$ cat src/rtl/bec_key_sequencer_pkg.sv
// Shared definitions for the BEC key sequencer: FSM state encoding and scalar width.
package bec_key_sequencer_pkg;

    localparam int unsigned BEC_KEY_BITS = 163;

    typedef enum logic [1:0] {
        ST_IDLE   = 2'b00,
        ST_LOADED = 2'b01,
        ST_RUN    = 2'b11,
        ST_FINISH = 2'b10
    } state_t;

endpackage

$ cat src/rtl/bec_key_sequencer_if.sv
// Handshake between the key sequencer (master) and the sm_bec_v3 ladder core (slave).
interface bec_key_sequencer_if;

    logic core_enable;
    logic core_ki;
    logic core_next_key;
    logic core_done;

    modport master (
        output core_enable,
        output core_ki,
        input  core_next_key,
        input  core_done
    );

    modport slave (
        input  core_enable,
        input  core_ki,
        output core_next_key,
        output core_done
    );

endinterface

$ cat src/rtl/bec_key_sequencer_watchdog.sv
// Per-bit watchdog: counts ticks since the last clear and pulses expired on the TIMEOUT-th tick.
module bec_watchdog #(
    parameter int unsigned TIMEOUT = 2000,
    parameter int unsigned TMR_W   = 11
) (
    input  logic clk,
    input  logic rst,
    input  logic clear,
    input  logic tick,
    output logic expired
);

    logic [TMR_W-1:0] cnt_q, cnt_d;

    always_comb begin
        expired = tick && !clear && (cnt_q == TMR_W'(TIMEOUT - 1));
        cnt_d   = cnt_q;
        if (clear || expired) begin
            cnt_d = '0;
        end else if (tick) begin
            cnt_d = cnt_q + TMR_W'(1);
        end
    end

    always_ff @(posedge clk) begin
        if (rst) begin
            cnt_q <= '0;
        end else begin
            cnt_q <= cnt_d;
        end
    end

endmodule

$ cat src/rtl/bec_key_sequencer.sv
// Steps the BEC Montgomery-ladder core through the scalar, one ki bit per core_next_key,
// with a per-bit watchdog and sticky timeout/overrun error flags.
module bec_key_sequencer
    import bec_key_sequencer_pkg::*;
#(
    parameter int unsigned KEY_BITS = BEC_KEY_BITS,
    parameter int unsigned CNT_W    = 8,
    parameter int unsigned TIMEOUT  = 2000,
    parameter int unsigned TMR_W    = 11
) (
    input  logic                wb_clk_i,
    input  logic                wb_rst_i,
    input  logic                key_load,
    input  logic [KEY_BITS-1:0] key_in,
    input  logic                start,
    input  logic                abort,
    bec_key_sequencer_if.master core,
    output logic                res_capture,
    output logic                busy,
    output logic                done,
    output logic                err_timeout,
    output logic                err_overrun,
    output logic [CNT_W-1:0]    bits_done
);

    state_t              state_q, state_d;
    logic [KEY_BITS-1:0] key_sr_q, key_sr_d;
    logic [CNT_W-1:0]    bits_done_q, bits_done_d;
    logic                err_timeout_q, err_timeout_d;
    logic                err_overrun_q, err_overrun_d;
    logic                in_run;
    logic                wd_clear;
    logic                wd_expired;

    assign in_run   = (state_q == ST_RUN);
    assign wd_clear = !in_run || core.core_next_key;

    bec_watchdog #(
        .TIMEOUT (TIMEOUT),
        .TMR_W   (TMR_W)
    ) u_wdog (
        .clk     (wb_clk_i),
        .rst     (wb_rst_i),
        .clear   (wd_clear),
        .tick    (in_run),
        .expired (wd_expired)
    );

    always_comb begin
        state_d       = state_q;
        key_sr_d      = key_sr_q;
        bits_done_d   = bits_done_q;
        err_timeout_d = err_timeout_q;
        err_overrun_d = err_overrun_q;
        case (state_q)
            ST_IDLE: begin
                if (key_load) begin
                    key_sr_d      = key_in;
                    err_timeout_d = 1'b0;
                    err_overrun_d = 1'b0;
                    state_d       = ST_LOADED;
                end
            end
            ST_LOADED: begin
                if (key_load) begin
                    key_sr_d      = key_in;
                    err_timeout_d = 1'b0;
                    err_overrun_d = 1'b0;
                end
                if (start) begin
                    bits_done_d   = '0;
                    err_timeout_d = 1'b0;
                    err_overrun_d = 1'b0;
                    state_d       = ST_RUN;
                end
            end
            ST_RUN: begin
                // abort wins over everything, including a same-cycle next_key
                if (abort) begin
                    state_d = ST_IDLE;
                end else if (wd_expired) begin
                    err_timeout_d = 1'b1;
                    state_d       = ST_IDLE;
                end else begin
                    if (core.core_next_key) begin
                        key_sr_d = key_sr_q >> 1;
                        if (bits_done_q == CNT_W'(KEY_BITS)) begin
                            err_overrun_d = 1'b1;
                        end else begin
                            bits_done_d = bits_done_q + CNT_W'(1);
                        end
                    end
                    if (core.core_done) begin
                        state_d = ST_FINISH;
                    end
                end
            end
            ST_FINISH: state_d = ST_IDLE;
            default:   state_d = ST_IDLE;
        endcase
    end

    always_ff @(posedge wb_clk_i) begin
        if (wb_rst_i) begin
            state_q       <= ST_IDLE;
            key_sr_q      <= '0;
            bits_done_q   <= '0;
            err_timeout_q <= 1'b0;
            err_overrun_q <= 1'b0;
        end else begin
            state_q       <= state_d;
            key_sr_q      <= key_sr_d;
            bits_done_q   <= bits_done_d;
            err_timeout_q <= err_timeout_d;
            err_overrun_q <= err_overrun_d;
        end
    end

    assign core.core_enable = in_run;
    assign core.core_ki     = in_run && key_sr_q[0];
    assign busy             = in_run;
    assign done             = (state_q == ST_FINISH);
    assign res_capture      = (state_q == ST_FINISH);
    assign err_timeout      = err_timeout_q;
    assign err_overrun      = err_overrun_q;
    assign bits_done        = bits_done_q;

endmodule

$ cat src/flat_wrapper.sv
// flat-port wrapper written by rule: the top's interface ports become plain ports
module bec_key_sequencer_flat import bec_key_sequencer_pkg::*;
#(
    parameter int unsigned KEY_BITS = BEC_KEY_BITS,
    parameter int unsigned CNT_W    = 8,
    parameter int unsigned TIMEOUT  = 2000,
    parameter int unsigned TMR_W    = 11
)
  (wb_clk_i, wb_rst_i, key_load, key_in, start, abort, res_capture, busy, done, err_timeout, err_overrun, bits_done, core_core_enable, core_core_ki, core_core_next_key, core_core_done);
  bec_key_sequencer_if core_i ();
  input  logic wb_clk_i;
  input  logic wb_rst_i;
  input  logic key_load;
  input  logic [KEY_BITS-1:0] key_in;
  input  logic start;
  input  logic abort;
  output logic res_capture;
  output logic busy;
  output logic done;
  output logic err_timeout;
  output logic err_overrun;
  output logic [CNT_W-1:0] bits_done;
  output wire logic [$bits(core_i.core_enable)-1:0] core_core_enable;
  output wire logic [$bits(core_i.core_ki)-1:0] core_core_ki;
  input wire logic [$bits(core_i.core_next_key)-1:0] core_core_next_key;
  input wire logic [$bits(core_i.core_done)-1:0] core_core_done;
  assign core_core_enable = core_i.core_enable;
  assign core_core_ki = core_i.core_ki;
  assign core_i.core_next_key = core_core_next_key;
  assign core_i.core_done = core_core_done;
  bec_key_sequencer #(.KEY_BITS(KEY_BITS), .CNT_W(CNT_W), .TIMEOUT(TIMEOUT), .TMR_W(TMR_W)) u_core (.wb_clk_i(wb_clk_i), .wb_rst_i(wb_rst_i), .key_load(key_load), .key_in(key_in), .start(start), .abort(abort), .core(core_i), .res_capture(res_capture), .busy(busy), .done(done), .err_timeout(err_timeout), .err_overrun(err_overrun), .bits_done(bits_done));
endmodule
$ cat config.mk
export PLATFORM = sky130hd
export DESIGN_NAME = bec_key_sequencer_flat
export DESIGN_NICKNAME = d
export VERILOG_FILES = /design/src/rtl/bec_key_sequencer_pkg.sv /design/src/rtl/bec_key_sequencer_if.sv /design/src/rtl/bec_key_sequencer_watchdog.sv /design/src/rtl/bec_key_sequencer.sv /design/src/flat_wrapper.sv
export SDC_FILE = /design/constraint.sdc
export NUM_CORES = 1
export LEC_CHECK = 0
export CAP_MARGIN = 20
export CORE_ASPECT_RATIO = 2
export CORE_MARGIN = 3
export CORE_UTILIZATION = 54
export CTS_CLUSTER_DIAMETER = 40
export CTS_CLUSTER_SIZE = 8
export DETAILED_ROUTE_END_ITERATION = 6
export MAX_ROUTING_LAYER = met4
export PLACE_DENSITY = 0.85
export SYNTH_ARGS = -nofsm -noshare
export SYNTH_HDL_FRONTEND = slang
export SYNTH_SLANG_ARGS = --single-unit
$ cat constraint.sdc
create_clock -name wb_clk_i -period 3.4 [get_ports wb_clk_i]
set_input_delay 0.68 -clock wb_clk_i [delete_from_list [all_inputs] [get_ports wb_clk_i]]
set_output_delay 0.68 -clock wb_clk_i [all_outputs]
set_load 0.03 [all_outputs]
==> Word level (Yosys, flattened, before mapping) <==
Index checks and enable logic that the tools add are counted.
{ "totals": {"n_memories": 0, "regBits": 186, "ramBits": 0, "latch_bits": 0, "rom_bits": 0, "output_inout_bits": 15} }
{ "op_classes": {"n_lt_le_gt_ge": 0, "n_mux": 29, "multipliers": 0, "n_bitwise": 0, "div": 0, "reduce_logical": 18, "shift": 0, "n_addsub": 2, "n_eq_ne": 15} }
{ "op_table": {"columns": ["op", "n"], "rows": [
  ["two-way mux 163 bit", 4],
  ["case mux 163 bit (2 select lines)", 1],
  ["two-way mux 8 bit", 5],
  ["inequality test 2 bit (second input constant)", 8],
  ["case mux 8 bit (2 select lines)", 1],
  ["adder 11 x 1 -> 11 bit (second input constant)", 1],
  ["== test 11 bit (second input constant)", 1],
  ["two-way mux 1 bit", 10],
  ["two-way mux 2 bit", 5],
  ["AND reduction 5 bit", 2],
  ["adder 8 x 1 -> 8 bit (second input constant)", 1],
  ["== test 8 bit (second input constant)", 1],
  ["case mux 2 bit (4 select lines)", 1],
  ["case mux 1 bit (3 select lines)", 2],
  ["AND reduction 3 bit", 2],
  ["AND reduction 6 bit", 1],
  ["== test 2 bit (second input constant)", 2],
  ["inequality test 4 bit (second input constant)", 1],
  ["nonzero test 2 bit", 2],
  ["OR reduction 2 bit", 2],
  ["logical AND 1 bit", 3],
  ["nonzero test 3 bit", 1],
  ["== test 2 x 1 -> 1 bit (second input constant)", 1],
  ["logical NOT 1 bit", 2],
  ["3 further kinds", 4]
]} }

==> Longest topological paths before layout <==
Gate-level depths: netlist of run 1.
{ "logic_depth": {"word_depth": 9, "mapped_depth": 7} }

==> Modules after synthesis <==
A second synthesis of run 1 with hierarchy kept.
{ "hier_totals": {"cells_unflattened": 1039, "area_unflattened_um2": 8712.1} }
{ "modules_own_cells": {"columns": ["module", "instances", "cells_per_inst", "area_each_um2"], "rows": [
  ["bec_key_sequencer", 1, 982, 8195.4],
  ["bec_watchdog", 1, 57, 516.7]
]} }

==> Worst setup path after synthesis of run 1 <==
OpenSTA, ideal clock, no wires.
{ "synth_timing": {"kind": "reg2out", "from": "register u_core.state_q[1]", "to": "output port res_capture", "path_buffers": 3, "stages_incl_launch_ff": 5, "required_ns": 2.720, "t_arrival_ns": 1.491, "path_slack_ns": 1.229, "cell_sequence": "dfxtp_1 buf_4 clkbuf_1 nor2b_1 buf_4"} }
{ "synth_via": {"elab_chain_len": 1} }
{ "synth_rtl": {"columns": ["item", "line_no", "source"], "rows": [
  ["start, declared", "bec_key_sequencer.sv:26", "state_t state_q, state_d;"],
  ["start signal, assigned", "bec_key_sequencer.sv:111", "state_q <= state_d;"],
  ["== test 2 bit", null, null],
  ["end, declared", "flat_wrapper.sv:17", "output logic res_capture;"]
]} }
Every way passes these cells.

==> Worst setup path in the final report of run 1 <==
{ "layout_timing": {"from": "register u_core.state_q[1]", "to": "output port core_core_ki"} }
{ "layout_via": {"elab_chain_len": 2} }
{ "layout_rtl": {"columns": ["item", "line_no", "source"], "rows": [
  ["== test 2 bit", "bec_key_sequencer.sv:35", "assign in_run = (state_q == ST_RUN);"],
  ["logical AND 1 bit", "bec_key_sequencer.sv:120", "assign core.core_ki = in_run && key_sr_q[0];"],
  ["end, declared", "flat_wrapper.sv:24", "output wire logic [$bits(core_i.core_ki)-1:0] core_core_ki;"]
]} }
Every way passes these cells.

==> results.cfg, run 1 <==
[outcome]
outcome = finished clean

[floorplan]
die-width_um = 92.9
floorplan.die_area_um2 = 16700
coreArea_um2 = 14600
io_pins = 185
rows = 62
die_height_um = 180
floorplan.initialDensity_pct = 55.9

[yosys]
synth_adder_area_share_pct = 0.307
synthesis.nets = 1221
yosys.area.top_type = dfxtp_1
synth_edf_count = 0
combinational_family_with_the_most_area_after_synthesis = simple AND/OR/NAND/NOR gates
syn_inst = 1049
synth-main-ff-cell = dfxtp_1
area_share_of_xor_xnor_cells_in_the_synthesized_design_pct = 1.07
post-synth-top-area-fraction_pct = 45.7
synth_warnings = 0
synth-seq-cells = 186
synthArstFlopShare_pct = 0
post_synth_main_area_contributors = dfxtp_1, a311oi_1, nand2_1, nor2_1, clkbuf_1
muxShareOfSynthArea_pct = 0.246
synth.yosys.seq_area_share_pct = 45.7
post_synth_instance_area_um2 = 8150
synthesized_area_fraction_occupied_by_ao_oa_aoi_and_oai_cells_pct = 20.0
synthSimpleGateAreaFrac_pct = 26.8
syn-mean-instance-area_um2 = 7.77
ys_types = 48

[sta]
post-route-min-period_ns = 2.71
rsz0062_at_grt = false
clock-skew-final_ns = 0.0219
fin_crit_sh_pct = 79.6
max_freq_mhz = 370
setup_slack_ns = 0.694
slew_viol_final = 0
slew-limit-headroom_pct = 35.6
setup-tns-final_ns = 0
setup_viol = 0
tightest_slew_ns = 0.966
finalHoldViolCount = 0

[layout]
antennaDiodeCount = 0
sequential_cell_area_um2 = 3720
area_overhead_vs_synth_pct = 29.0
multi_input_area_um2 = 3960
fin_area_um2 = 10500
post_route_cells_drive_above_1_share_pct = 4.41
layout.core_utilization_pct = 72.1
layout.filler_cells = 1173
final_nets = 1339

[setup_path]
path_delay_family = buffers and inverters
worst_ep_arrival_time_ns = 2.03
critical_path.cell_chain = and3_1 -> clkdlybuf4s50_1
cp_num_buf_inv = 1
cp_num_cells = 2
worst_path_max_delay_cell = clkdlybuf4s50_1
timing.critical_path.to_type = output pin
crit_path_max_fanout = 14
critPathRequiredTime_ns = 2.72
r2r_cells = 7
critical_path_class = flop to output pin
worstSetupStartpointType = flop
critical_path.max_stage_delay_ns = 0.68

[clocking]
path_clk_slew_ns = 0.07
cts.path.max_buffers = 2
clk-insertion-delay-late_ns = 0.43
cts_tree = yes
clk_root_buffer_cell = clkbuf_16
cts.htree.levels = 4
cts-buffers-inserted = 17
cts_repair_resize_count = 0
cts_hold_buf = 0
tritoncts_num_sinks = 186
cts.repair_timing.setup_buffer_count = 0

[global_routing]
grt_overflow = 0
gr-usage-all-layers_pct = 25.4
grt_pass1_vias = 7507
antenna_violations_before_repair = 0
first_pass_grt_wire_length_um = 34300
maximum_number_of_pins_on_one_net_before_global_route_repair = 128

[placed_design]
detailed_place_hpwl_um = 13900
gpl.final_weighted_congestion = 0.856
place_ws_ns = 0.702
buffer_ports.inserted = 184
placed_cell_area_um2 = 9940

[routing]
drt-wirelength-per-cell_um = 15.3
vias = 7841
final_antenna_violating_net_count = 0
drc_violation_total_after_the_first_tritonroute_iteration = 377
via_per_inst = 5.72
totalWireLength_um = 21000
drt-pass1-iter-count = 5
drcViolationCount = 0

[min_path]
worstHoldPathCells = 2
hold_path_class = flop to flop

[pwr]
ir_worst_vdd_mv = 0.300
leakage_power_of_the_design_uw = 0.00401
power_density_nw_per_um2 = 472

[job]
drv.max_cap_violation_count = 0
final timing paths:
| path | end | start | slack (ns) |
|---|---|---|---|
| worst max-delay path | core_core_ki | u_core.state_q[1]$_SDFFE_PP0P_ | 0.69 |
| worst max register to register | u_core.key_sr_q[67]$_SDFFE_PP0P_ | u_core.state_q[1]$_SDFFE_PP0P_ | 0.97 |
| worst min register to register | u_core.key_sr_q[61]$_SDFFE_PP0P_ | u_core.key_sr_q[62]$_SDFFE_PP0P_ | 0.46 |
| worst min-delay path | u_core.key_sr_q[61]$_SDFFE_PP0P_ | u_core.key_sr_q[62]$_SDFFE_PP0P_ | 0.46 |
logic make-up (layout without fill, tap and decap cells):
group	after synthesis	count (layout)
AND/OR/NAND/NOR	553	553
AO/OA/AOI/OAI	191	191
flip-flops	186	186
XOR/XNOR	10	10
multiplexers	2	2
adder cells (fa/ha/maj)	2	2
buffers and inverters	105	236
state kept, by name, summed over array words and instances (netlist names):
signal,flops
u_core.err_overrun,1
u_core.state_q,2
u_core.key_sr_q,163
u_core.err_timeout,1
u_core.bits_done,8
u_core.u_wdog.cnt_q,11
worst reg2reg max path, cell delays in order (launching register included):
cell and delay, ns:
dfxtp_1 0.65, buf_4 0.27, nand2_4 0.10, o22ai_4 0.22
buf_12 0.32, buf_12 0.36, nor2_1 0.11, a311oi_1 0.29
final cells by class:
type | count | area share, %
clock buffer | 19 | 4.21
clock inverter | 13 | 1.20
inverter | 8 | 0.310
multi-input combinational | 758 | 37.6
sequential | 186 | 35.4
tap | 192 | 2.29
timing repair buffer | 196 | 18.9
cells in the final DEF, fill, tap and decap left out, types with 5 or more instances in the layout:
cell type,count
nand2_1,338
dfxtp_1,186
clkdlybuf4s50_1,181
nor2_1,180
a311oi_1,163
clkbuf_16,17
buf_4,10
o21ai_0,8
inv_1,7
nand3_1,7
xnor2_1,6
buf_12,5
power by group:
part / total (uW) / leakage, uW / switching [uW] / internal (uW)
clock network: 1910 / 0.000274 / 922 / 991
registers: 2430 / 0.00154 / 88.9 / 2340
logic: 616 / 0.00220 / 289 / 327
total: 4950 / 0.00401 / 1300 / 3660
cells in the mapped netlist (2+ instances only):
library cell / count
nand2_1: 338
dfxtp_1: 186
nor2_1: 180
a311oi_1: 163
clkbuf_1: 54
buf_2: 25
buf_4: 15
o21ai_0: 8
inv_1: 7
nand3_1: 7
xnor2_1: 6
nor3_1: 4
xor2_1: 4
buf_1: 3
nand4_1: 3
nor2b_1: 3
nor4_1: 3
a21oi_1: 2
and3_1: 2
and4_1: 2
ha_1: 2
mux2i_1: 2
nand3b_1: 2
o21a_1: 2
o311ai_0: 2
o31ai_1: 2
stage by stage:
| step | instances | total power (uW) | hold slack (ns) |
|---|---|---|---|
| 3_3_place_gp | 1340 | 3060 | 0.461 |
| 3_5_place_dp | 1340 | 3090 | 0.471 |
| 2_1_floorplan | 1049 | 2810 | 0.455 |
| 4_1_cts | 1372 | 4990 | 0.482 |
| 6_report | 1372 | 4950 | 0.463 |
| 5_1_grt | 1372 | 5160 | 0.492 |
per-layer routing:
layer	track usage (%)	up-vias	part of all wire, %
li1	-	3893	-
met1	29.1	3673	40
met2	43.6	232	53
met3	3.81	43	4.5
met4	10.8	0	3.0
met5	-	-	0
Power figures use the tool's default switching activity.
==> run 2, diff against run 1 <==
CORE_UTILIZATION = 46   (was 54)
PLACE_DENSITY = 0.77   (was 0.85)
clock period = 2.4 ns   (was 3.4 ns; I/O delays follow)
==> run 2 against run 1 <==
Design area is 2.1% higher. Sequential cell count did not move. Sequential power rose by 42%. Combinational power up 48%. Worst hold slack got worse by 0.11 ns. Highest routed layer unchanged. Sequential share of layout area decreased by 0.70 points. Final cell count increased by 2.2%. Die area up 17%. Total power up 43%. Setup slack got worse by 0.57 ns. Clock power increased by 44%. Global-route usage shrank 3.6 points.
==> results.cfg, run 2 (synthesized netlist as in run 1, its figures left out) <==
[setup_path]
critical_path.reg2reg.startpoint = u_core.state_q[0]$_SDFFE_PP0P_
worst_ep_arrival_time_ns = 1.80
crit_path_max_fanout = 11
timing.critical_path.to_type = output pin
critical_path_class = flop to output pin
r2r-end = u_core.u_wdog.cnt_q[0]$_SDFFE_PP0P_
worstSetupStartpointType = flop
r2r_cells = 4
worst-r2r-setup-slack_ns = 0.55
critPathRequiredTime_ns = 1.92

[routing]
totalWireLength_um = 20900
via_per_inst = 5.53
vias = 7759
drt-pass1-iter-count = 5
drcViolationCount = 0
drc_violation_total_after_the_first_tritonroute_iteration = 319
drt-wirelength-per-cell_um = 14.9
final_antenna_violating_net_count = 0

[global_routing]
maximum_number_of_pins_on_one_net_before_global_route_repair = 114
antenna_violations_before_repair = 1
grt_pass1_vias = 7503
grt_overflow = 0
gr-usage-all-layers_pct = 21.8
first_pass_grt_wire_length_um = 34500

[sta]
setup_slack_ns = 0.124
slew_viol_final = 0
tightest_slew_ns = 0.693
fin_hold_ws_ns = 0.348
post-route-min-period_ns = 2.28
rsz0062_at_grt = false
setup-tns-final_ns = 0
slew-limit-headroom_pct = 53.8
fin_crit_sh_pct = 94.8
clock-skew-final_ns = 0.0122
finalHoldViolCount = 0
max_freq_mhz = 439
setup_viol = 0

[placed_design]
dpl.cell_count = 1369
buffer_ports.inserted = 184
gpl.final_weighted_congestion = 0.880
detailed_place_hpwl_um = 14500
place_ws_ns = 0.107

[floorplan]
floorplan.initialDensity_pct = 47.0
coreArea_um2 = 17400
die_height_um = 194
die-width_um = 100
rows = 68
io_pins = 185
floorplan.die_area_um2 = 19400

[clocking]
clk_root_buffer_cell = clkbuf_16
cts.repair_timing.setup_buffer_count = 0
cts-buffers-inserted = 17
clk-insertion-delay-late_ns = 0.42
path_clk_slew_ns = 0.08
cts_hold_buf = 0
cts_tree = yes
tritoncts_num_sinks = 186
cts.path.max_buffers = 2
cts.htree.levels = 4

[layout]
post_route_cells_drive_above_1_share_pct = 5.54
layout.core_utilization_pct = 61.8
final_cell_count_no_fill = 1402
final_nets = 1350
mostFrequentLayoutCell = nand2_1
max_reg_flops = 163
largest-register = u_core.key_sr_q
layout.cells.most_common_list = nand2_1, dfxtp_1, nor2_1, clkdlybuf4s50_1, a311oi_1
area_overhead_vs_synth_pct = 31.6

[pwr]
ir_worst_vdd_mv = 0.445
leakage_power_of_the_design_uw = 0.00412
power_density_nw_per_um2 = 662

[min_path]
hold_path_end = u_core.key_sr_q[96]$_SDFFE_PP0P_
worstHoldPathCells = 2
hold_start = wb_rst_i
hold_path_class = input port to flop

[job]
drv.max_cap_violation_count = 0

[outcome]
outcome = finished clean
## run 2: report_power, final
group | leakage (uW) | switching [uW] | internal [uW] | total, uW
registers | 0.00154 | 125 | 3310 | 3440
logic | 0.00229 | 418 | 493 | 910
clock network | 0.000287 | 1320 | 1430 | 2750
## run 2: repair_timing
action                                  CTS  global route
pin swaps                                 0             0
endpoints found under the setup margin    1             2
gates resized for setup                   1             2
## run 2: metal layers
layer  up-vias  GRT usage, %  wire (um)
met5         -             -          0
met4         0          7.70        443
met3        26          2.74        709
met2       182          38.3      11300
met1      3637          25.1       8490
li1       3914             -          -
## run 2: final cells by class
| cell class | count | area [um^2] |
|---|---|---|
| Multi-Input combinational cell | 758 | 3970 |
| Clock inverter | 13 | 125 |
| Timing Repair Buffer | 207 | 2160 |
| Tap cell | 210 | 263 |
| Inverter | 8 | 32.5 |
| Fill cell | 1581 | 6630 |
| Antenna cell | 1 | 2.50 |
| Clock buffer | 19 | 453 |
| Sequential cell | 186 | 3730 |
## run 2: worst max-delay path by stage
stage                              startpoint                                end  slack (ns)
2_1_floorplan  u_core.state_q[1]$_SDFFE_PP0P_                        res_capture        0.43
3_3_place_gp               core_core_next_key  u_core.key_sr_q[120]$_SDFFE_PP0P_        0.19
3_5_place_dp                            abort  u_core.key_sr_q[144]$_SDFFE_PP0P_        0.11
4_1_cts        u_core.state_q[1]$_SDFFE_PP0P_                        res_capture        0.04
5_1_grt        u_core.state_q[0]$_SDFFE_PP0P_                       core_core_ki        0.07
6_report       u_core.state_q[0]$_SDFFE_PP0P_                       core_core_ki        0.12
## run 2: metrics by stage
step                      total power, uW  area, um^2
final                                7100       10700
after global routing                 7420       10700
after CTS                            7170       10700
after detailed placement             4420       10100
after global placement               4390       10100
after floorplan                      3980        8150
## run 2: critical path, cell delays in order (launching register included)
cell             delay (ns)
dfxtp_2                0.49
and3_1                 0.21
clkdlybuf4s50_1        0.67
==> run 3, diff against run 2 <==
PLACE_DENSITY = 0.76   (was 0.77)
SYNTH_HIERARCHICAL = 1   (was unset)
==> run 3 against run 2 <==
Register-to-register slack got worse by 0.44 ns. Critical path depth increased by 7. Clock skew decreased by 0.00086 ns. Via count increased by 2.3%. Non-clock buffer count increased by 25. Setup slack got worse by 0.014 ns. Synthesized cell count decreased by 0.95%. Die area increased by 6.6%. Combinational power increased by 21%. Maximum frequency decreased by 0.63%. Final cell count increased by 4.1%. Critical path type is now flop to flop. Largest power group unchanged.
==> results.cfg, run 3 <==
[outcome]
outcome = finished clean

[setup_path]
critical_path_class = flop to flop
worst-r2r-setup-slack_ns = 0.11
worst_ep_arrival_time_ns = 2.62
worst_path_max_delay_cell = or3b_4
cp-endpoint = u_core/key_sr_q[75]$_SDFFE_PP0P_
worstSetupStartpointType = flop
timing.critical_path.to_type = flop
critical_path.startpoint = u_core/u_wdog/cnt_q[0]$_SDFFE_PP0P_
critical_path.reg2reg.startpoint = u_core/u_wdog/cnt_q[0]$_SDFFE_PP0P_
critical_path.max_stage_delay_ns = 0.41
critPathRequiredTime_ns = 2.73
r2r_cells = 9
critical_path.cell_chain = ha_1 -> nand4_4 -> nor4_4 -> or3b_4 -> o2bb2ai_4 -> buf_12 -> buf_12 -> nor2_1 -> a311oi_2
cp_common_cell = buf_12
crit_path_max_fanout = 33
r2r-end = u_core/key_sr_q[75]$_SDFFE_PP0P_

[sta]
setup_viol = 0
finalHoldViolCount = 0
fin_hold_ws_ns = 0.475
setup-tns-final_ns = 0
fin_crit_sh_pct = 95.4
post-route-min-period_ns = 2.29
max_freq_mhz = 437
slew-limit-headroom_pct = 50.3
tightest_slew_ns = 0.745
clock-skew-final_ns = 0.0114
rsz0062_at_grt = false
slew_viol_final = 0

[global_routing]
gr-usage-all-layers_pct = 22.1
maximum_number_of_pins_on_one_net_before_global_route_repair = 167
grt_pass1_vias = 7748
first_pass_grt_wire_length_um = 36000
grt_overflow = 0
antenna_violations_before_repair = 1

[pwr]
leakage_power_of_the_design_uw = 0.00433
ir_worst_vdd_mv = 0.385
post-layout-total-power_uw = 7520
power_density_nw_per_um2 = 651

[yosys]
post-synth-top-count-cell = nand2_1
synth_edf_count = 0
synth_warnings = 6
syn-mean-instance-area_um2 = 8.39
synth.cells.most_frequent = nand2_1, dfxtp_1, nor2_1, a311oi_2, a311oi_1
synth-seq-cells = 186
syn_inst = 1039
synthesis.nets = 1211
synthArstFlopShare_pct = 0
post-synth-top-area-fraction_pct = 42.7
synth.yosys.seq_area_share_pct = 42.7
post_synth_main_area_contributors = dfxtp_1, a311oi_2, nand2_1, nor2_1, a311oi_1
synth-main-ff-cell = dfxtp_1
post_synth_instance_area_um2 = 8710
yosys.area.top_type = dfxtp_1
ys_types = 39

[floorplan]
die-width_um = 103
coreArea_um2 = 18500
floorplan.initialDensity_pct = 47.1
rows = 70
floorplan.die_area_um2 = 20700
die_height_um = 201
io_pins = 185

[layout]
max_reg_flops = 163
multi_input_area_um2 = 4500
largest-register = u_core/key_sr_q
sequential_cell_area_um2 = 3720
area_overhead_vs_synth_pct = 32.5
layout.cells.most_common_list = nand2_1, dfxtp_1, clkdlybuf4s50_1, nor2_1, a311oi_2
layout.filler_cells = 1555
mostFrequentLayoutCell = nand2_1
final_nets = 1366
post_route_cells_drive_above_1_share_pct = 14.9

[clocking]
cts_tree = yes
clk_root_buffer_cell = clkbuf_16
cts-buffers-inserted = 17
path_clk_slew_ns = 0.07
cts.repair_timing.setup_buffer_count = 0
tritoncts_num_sinks = 186
cts.htree.levels = 4
clk-insertion-delay-late_ns = 0.43
cts.path.max_buffers = 2

[min_path]
hold_path_class = flop to flop

[routing]
drt-wirelength-per-cell_um = 15.3
vias = 7936
drc_violation_total_after_the_first_tritonroute_iteration = 331
drt-pass1-iter-count = 6
drcViolationCount = 0
totalWireLength_um = 22300
via_per_inst = 5.44
final_antenna_violating_net_count = 0

[placed_design]
buffer_ports.inserted = 184
detailed_place_hpwl_um = 15300
gpl.final_weighted_congestion = 0.797

[job]
drv.max_cap_violation_count = 0
==> run 3: cell types whose count changed in the layout (fill, tap and decap cells not counted), moves of 5 or more <==
cell and delta:
a311oi_1 -91, a311oi_2 +91, buf_4 +23, a21oi_1 +13
nor2_1 -6, nand2_1 -5, xnor2_1 -5
==> run 3: worst min-delay path by stage <==
stage                                         startpoint                                    to  slack (ns)  cells after the start
finish                 u_core/key_sr_q[114]$_SDFFE_PP0P_     u_core/key_sr_q[113]$_SDFFE_PP0P_        0.47                      2
global route           u_core/key_sr_q[110]$_SDFFE_PP0P_     u_core/key_sr_q[109]$_SDFFE_PP0P_        0.49                      2
CTS                      u_core/err_timeout$_SDFFE_PP0P_       u_core/err_timeout$_SDFFE_PP0P_        0.48                      2
detailed placement       u_core/err_timeout$_SDFFE_PP0P_       u_core/err_timeout$_SDFFE_PP0P_        0.47                      2
global placement        u_core/key_sr_q[91]$_SDFFE_PP0P_      u_core/key_sr_q[90]$_SDFFE_PP0P_        0.46                      2
floorplan           u_core/u_wdog/cnt_q[10]$_SDFFE_PP0P_  u_core/u_wdog/cnt_q[10]$_SDFFE_PP0P_        0.45                      2
==> run 3: critical path: cells and delay by family, from the launching register on <==
family                   cells  cell delay (ns)
adder cells (fa/ha/maj)      1             0.26
buffers and inverters        2             0.42
flip-flops                   1             0.36
AND/OR/NAND/NOR              4             0.71
AO/OA/AOI/OAI                2             0.42
==> run 3: metal layers <==
| layer | track usage, % | share of wire, % | vias up |
|---|---|---|---|
| met5 | - | 0 | - |
| met4 | 9.54 | 3.2 | 0 |
| met3 | 3.34 | 3.4 | 35 |
| met2 | 38.2 | 54 | 194 |
| met1 | 24.5 | 39 | 3753 |
| li1 | - | - | 3954 |
==> run 3: cell type report <==
class,count,share of cell area [%]
Sequential cell,186,32.2
Inverter,5,0.184
Tap cell,252,2.73
Multi-Input combinational cell,752,39.0
Timing Repair Buffer,232,20.4
Antenna cell,1,0.0217
Clock inverter,13,1.65
Clock buffer,19,3.75
==> run 3: per-stage QoR <==
step / instances / instance area (um^2) / worst slack [ns] / util (%)
final: 1460 / 11500 / 0.110 / 62.5
after CTS: 1459 / 11500 / 0.107 / 62.5
after global routing: 1460 / 11500 / 0.0160 / 62.5
after floorplan: 1039 / 8780 / 0.0230 / -
after detailed placement: 1427 / 10900 / -0.265 / 59.1
after global placement: 1426 / 10900 / -0.193 / 59.1
==> run 3: report_power, final <==
part / leakage [uW] / switching [uW] / internal [uW]
clock: 0.000303 / 1230 / 1760
sequential: 0.00154 / 116 / 3310
combinational: 0.00249 / 511 / 586
==> run 3: cell families after synthesis <==
| kind of cell | Yosys count | share of synthesized area [%] |
|---|---|---|
| AOI/OAI and AO/OA | 201 | 25.5 |
| xor gates and xnor gates | 4 | 0.402 |
| adders and majority gates | 2 | 0.287 |
| buffers and inverters | 101 | 6.06 |
| DFF | 186 | 42.7 |
| muxes | 3 | 0.345 |
| and+or+nand+nor | 542 | 24.7 |
==> run 3: what timing repair did <==
item | in CTS | in global routing
endpoints found under the setup margin | 2 | 0
gates resized for setup | 2 | 0
hold buffers | 0 | 0
